### config.mk
export PLATFORM = sky130hd
export DESIGN_NAME = counter_timer_ctrl
export DESIGN_NICKNAME = d
export VERILOG_FILES = /design/src/rtl/counter_timer_ctrl.sv
export SDC_FILE = /design/constraint.sdc
export NUM_CORES = 1
export LEC_CHECK = 0
export ABC_AREA = 0
export CAP_MARGIN = 20
export CORE_MARGIN = 5
export CORE_UTILIZATION = 34
export CTS_CLUSTER_SIZE = 25
export DETAILED_ROUTE_END_ITERATION = 10
export PLACE_DENSITY = 0.83
export SKIP_CTS_REPAIR_TIMING = 1
export SYNTH_ARGS = -nofsm -noshare
export SYNTH_HDL_FRONTEND = slang
export SYNTH_SLANG_ARGS = --single-unit
### constraint.sdc
create_clock -name clk -period 1.4 [get_ports clk]
set_input_delay 0.28 -clock clk [delete_from_list [all_inputs] [get_ports clk]]
set_output_delay 0.28 -clock clk [all_outputs]
set_load 0.02 [all_outputs]
### src/rtl/counter_timer_ctrl.sv
// rtl/counter_timer_ctrl.sv - interval timer sequencer driving a loadable up-counter
// Optional pause input enabled by defining COUNTER_TIMER_CTRL_PAUSE_EN.
module counter_timer_ctrl #(
  parameter int                   DATA_BITS = 8,
  parameter logic [DATA_BITS-1:0] MAX_VALUE = 8'hFF,
  parameter int                   PRESCALE  = 1
) (
  input  logic                 clk,
  input  logic                 rst,
  input  logic                 cfg_we,
  input  logic [DATA_BITS-1:0] cfg_preload,
  input  logic                 cfg_periodic,
  input  logic                 start,
  input  logic                 stop,
  input  logic                 irq_ack,
`ifdef COUNTER_TIMER_CTRL_PAUSE_EN
  input  logic                 pause,
`endif
  input  logic                 ctr_carry,
  output logic [DATA_BITS-1:0] ctr_data,
  output logic                 ctr_clear,
  output logic                 ctr_load,
  output logic                 ctr_count,
  output logic                 busy,
  output logic                 expired,
  output logic                 irq
);

  // A prescale below one is meaningless; treat it as one.
  localparam int LP_PSC = (PRESCALE < 1) ? 1 : PRESCALE;
  localparam int LP_PW  = (LP_PSC > 1) ? $clog2(LP_PSC) : 1;
  localparam logic [LP_PW-1:0] LP_PSC_LAST = LP_PW'(LP_PSC - 1);

  // The terminal count lives in the counter and reaches us only through
  // ctr_carry; a zero terminal count would make every count pulse an expiry.
  if (MAX_VALUE == '0) begin : g_max_is_zero
  end

  typedef enum logic [1:0] {
    S_IDLE  = 2'd0,
    S_LOAD  = 2'd1,
    S_RUN   = 2'd2,
    S_CLEAR = 2'd3
  } state_t;

  state_t               r_state;
  state_t               w_next;
  logic [DATA_BITS-1:0] r_preload;
  logic                 r_periodic;
  logic [LP_PW-1:0]     r_presc;
  logic                 r_expired;
  logic                 r_irq;
  logic                 w_pause;
  logic                 w_tick;
  logic                 w_expire;

`ifdef COUNTER_TIMER_CTRL_PAUSE_EN
  assign w_pause = pause;
`else
  assign w_pause = 1'b0;
`endif

  // One counter increment per prescaler wrap while running and not frozen.
  assign w_tick   = (r_state == S_RUN) && (r_presc == LP_PSC_LAST) && !w_pause;
  // A stop in the same cycle suppresses the expiry entirely.
  assign w_expire = w_tick && ctr_carry && !stop;

  assign ctr_data = r_preload;
  assign busy     = (r_state != S_IDLE);
  assign expired  = r_expired;
  assign irq      = r_irq;

  // State register.
  always_ff @(posedge clk) begin
    if (rst) r_state <= S_IDLE;
    else     r_state <= w_next;
  end

  // Next-state decode and counter control strobes.
  always_comb begin
    w_next    = r_state;
    ctr_load  = 1'b0;
    ctr_clear = 1'b0;
    ctr_count = 1'b0;
    case (r_state)
      S_IDLE: begin
        if (start && !stop) w_next = S_LOAD;
      end
      S_LOAD: begin
        ctr_load = 1'b1;
        w_next   = stop ? S_CLEAR : S_RUN;
      end
      S_RUN: begin
        ctr_count = w_tick;
        if (stop)          w_next = S_CLEAR;
        else if (w_expire) w_next = r_periodic ? S_LOAD : S_CLEAR;
      end
      S_CLEAR: begin
        ctr_clear = 1'b1;
        w_next    = S_IDLE;
      end
      default: w_next = S_IDLE;
    endcase
  end

  // Configuration is only writable while the timer is idle.
  always_ff @(posedge clk) begin
    if (rst) begin
      r_preload  <= '0;
      r_periodic <= 1'b0;
    end else if ((r_state == S_IDLE) && cfg_we) begin
      r_preload  <= cfg_preload;
      r_periodic <= cfg_periodic;
    end
  end

  // Prescaler restarts on every load and holds while paused.
  always_ff @(posedge clk) begin
    if (rst) begin
      r_presc <= '0;
    end else if (r_state == S_LOAD) begin
      r_presc <= '0;
    end else if ((r_state == S_RUN) && !w_pause) begin
      if (r_presc == LP_PSC_LAST) r_presc <= '0;
      else                        r_presc <= r_presc + LP_PW'(1);
    end
  end

  // Expiry pulse and sticky interrupt; a new expiry beats a simultaneous ack.
  always_ff @(posedge clk) begin
    if (rst) begin
      r_expired <= 1'b0;
      r_irq     <= 1'b0;
    end else begin
      r_expired <= w_expire;
      if (w_expire)     r_irq <= 1'b1;
      else if (irq_ack) r_irq <= 1'b0;
    end
  end

endmodule

==> results.py <==
metrics = {
    "outcome": {
        "outcome": "finished clean",
    },
    "job": {
        "drv_cap": 0,
    },
    "critical_path": {
        "path_max_fanout": 5,
        "crit_type": "register to output port",
        "critical-path-max-stage-delay_ns": 0.39,
        "slowest_stage": "dfxtp_1",
        "start_kind": "register",
        "cp-end-kind": "output port",
        "path_cells": "nor2b_2 > clkbuf_2",
        "worstPathArrival_ns": 1.05,
        "crit_required_ns": 1.12,
    },
    "synthesis": {
        "syn_area_um2": 489,
        "avgSynthCellArea_um2": 9.98,
        "ys_seq_elements": 13,
        "syn_nets": 65,
        "ys_seq_area_share_pct": 53.2,
        "synth_cells": 49,
        "ys_types": 17,
        "ys_warn_count": 0,
    },
    "clocking": {
        "cts.reportedPaths.clkPinSlew_ns": 0.08,
        "worstSkewPairLatency_ns": 0.27,
        "h-tree-depth": 1,
        "clockBufferDepth": 2,
        "cts_tree": "yes",
        "cts_buffers": 3,
        "clock-sinks": 13,
        "root_buffer": "clkbuf_4",
    },
    "placement": {
        "gp_congestion": 0.678,
        "io_buffers": 29,
        "pre_cts_slack_ns": -0.108,
        "hpwl_um": 966,
        "place_inst": 98,
    },
    "die": {
        "die_area_um2": 2300,
        "start_util_pct": 36.7,
        "dieHeight_um": 47.9,
        "rows": 13,
        "core_um2": 1330,
        "ios": 30,
        "die_w_um": 47.9,
    },
    "layout": {
        "diodes": 0,
        "drive_gt1_share_pct": 18.4,
        "nets": 104,
        "syn_to_final_growth_pct": 81.8,
        "num-fill-cells": 118,
        "utilization_pct": 66.7,
        "final_cells": 102,
    },
    "sta": {
        "finalHoldViolations": 0,
        "setup_viol": 0,
        "worst_clock_skew_ns": 0.00611,
        "hold_ws_ns": 0.470,
        "maxSlewHeadroom_pct": 84.2,
        "fmax_ghz": 0.753,
        "period_needed_ns": 1.33,
        "min_period_over_period_pct": 94.9,
        "layout_setup_ws_ns": 0.0712,
        "setup_tns_ns": 0,
        "worstMarginPinSlew_ns": 0.237,
        "rsz0062_at_grt": "true",
        "slew_violations": 0,
    },
    "drt": {
        "dr_wl_met3_um": 108,
        "wl_met1_um": 489,
        "vias": 462,
        "wl_per_cell_um": 11.8,
        "drt_iter0_drc": 2,
        "ant_nets": 0,
        "met2WireLength_um": 599,
        "drt-total-wl_mm": 1.21,
        "post-route-drc-count": 0,
        "viasPerCell": 4.53,
        "top_layer_used": "met4",
        "firstDrtPassIters": 2,
    },
    "global_routing": {
        "grt_max_degree": 10,
        "antenna_found_initial": 0,
        "globalRouteOverflowTotal": 0,
        "grt_first_pass_wirelength_mm": 1.85,
        "grt_pass1_vias": 466,
        "grt.total_usage_pct": 11.7,
    },
    "power_and_ir_drop": {
        "powerDensity_nw_per_um2": 997,
        "vdd_drop_max_v": 0.000529,
        "p_leak_nw": 0.552,
    },
    "worst_hold_path": {
        "hold_path.class": "register to register",
    },
}
[path summary, 6_finish.rpt]
kind | start | end | slack, ns | depth (start not counted)
max | r_state[0] | ctr_load | 0.07 | 2
min | irq | irq | 0.47 | 2
max reg2reg | r_state[0] | ctr_data[2] | 0.14 | 5
min reg2reg | irq | irq | 0.47 | 2
[stage by stage]
stage	total power, mW	area (um^2)
final	0.887	890
after global routing	0.940	890
after CTS	0.916	875
after detailed placement	0.690	847
after global placement	0.685	847
after floorplan	0.541	489
[worst max-delay path, delay by kind of cell, from the launching register on]
family	cells	cell delay, ns
buf+inv	1	0.19
flops	1	0.39
simple gates	1	0.20
[state kept, by name, indices dropped and copies added (netlist names)]
register	count
r_periodic	1
irq	1
expired	1
r_state	2
ctr_data	8
[kinds of logic (layout without fill, tap and decap cells)]
kind of cell,after synthesis,count (layout),synth area share (%)
AND/OR/NAND/NOR,21,21,22.3
flip-flops,13,13,53.2
multiplexers,9,9,18.4
AO/OA/AOI/OAI,4,4,4.35
buffers and inverters,2,40,1.79
[synthesized netlist by cell type]
library cell  number  area (um^2)
a21oi_1            2         10.0
a31oi_1            1         6.26
and2_1             1         6.26
and2b_1            1         7.51
buf_2              1         5.00
clkbuf_1           1         3.75
dfxtp_1           13          260
mux2i_1            9         90.1
nand2_1            1         3.75
nand2b_1           1         6.26
nand3b_1           2         15.0
nor2_1            11         41.3
nor2b_1            1         6.26
nor3b_1            1         7.51
o21ai_0            1         5.00
or2_1              1         6.26
or3b_1             1         8.76
[report_power, final]
part	switching, mW	internal [mW]	total (mW)	leakage, nW
clock	0.116	0.106	0.222	0.0177
combinational	0.110	0.140	0.250	0.428
sequential	0.0167	0.398	0.415	0.107
[final cells by class]
| class | count | area, um^2 | share of cell area (%) |
|---|---|---|---|
| Timing Repair Buffer | 36 | 355 | 39.9 |
| Sequential cell | 13 | 260 | 29.3 |
| Clock inverter | 1 | 5.00 | 0.563 |
| Clock buffer | 3 | 22.5 | 2.53 |
| Tap cell | 15 | 18.8 | 2.11 |
| Multi-Input combinational cell | 34 | 228 | 25.6 |
[cell usage in the layout, fill, tap and decap left out, types with 2 or more instances in the layout]
master / instances
buf_4: 7
nand3b_1: 2
clkdlybuf4s50_1: 15
clkbuf_2: 3
mux2i_1: 9
dfxtp_1: 13
clkbuf_4: 3
nor2_1: 11
a21oi_1: 2
dlymetal6s2s_1: 11
[metal layers]
| layer | GRT usage [%] | vias to the layer above |
|---|---|---|
| met5 | 0 | - |
| met4 | 6.45 | 0 |
| met3 | 4.51 | 2 |
| met2 | 18.7 | 15 |
| met1 | 13.3 | 201 |
| li1 | - | 244 |
(Power assumes the default switching activity.)
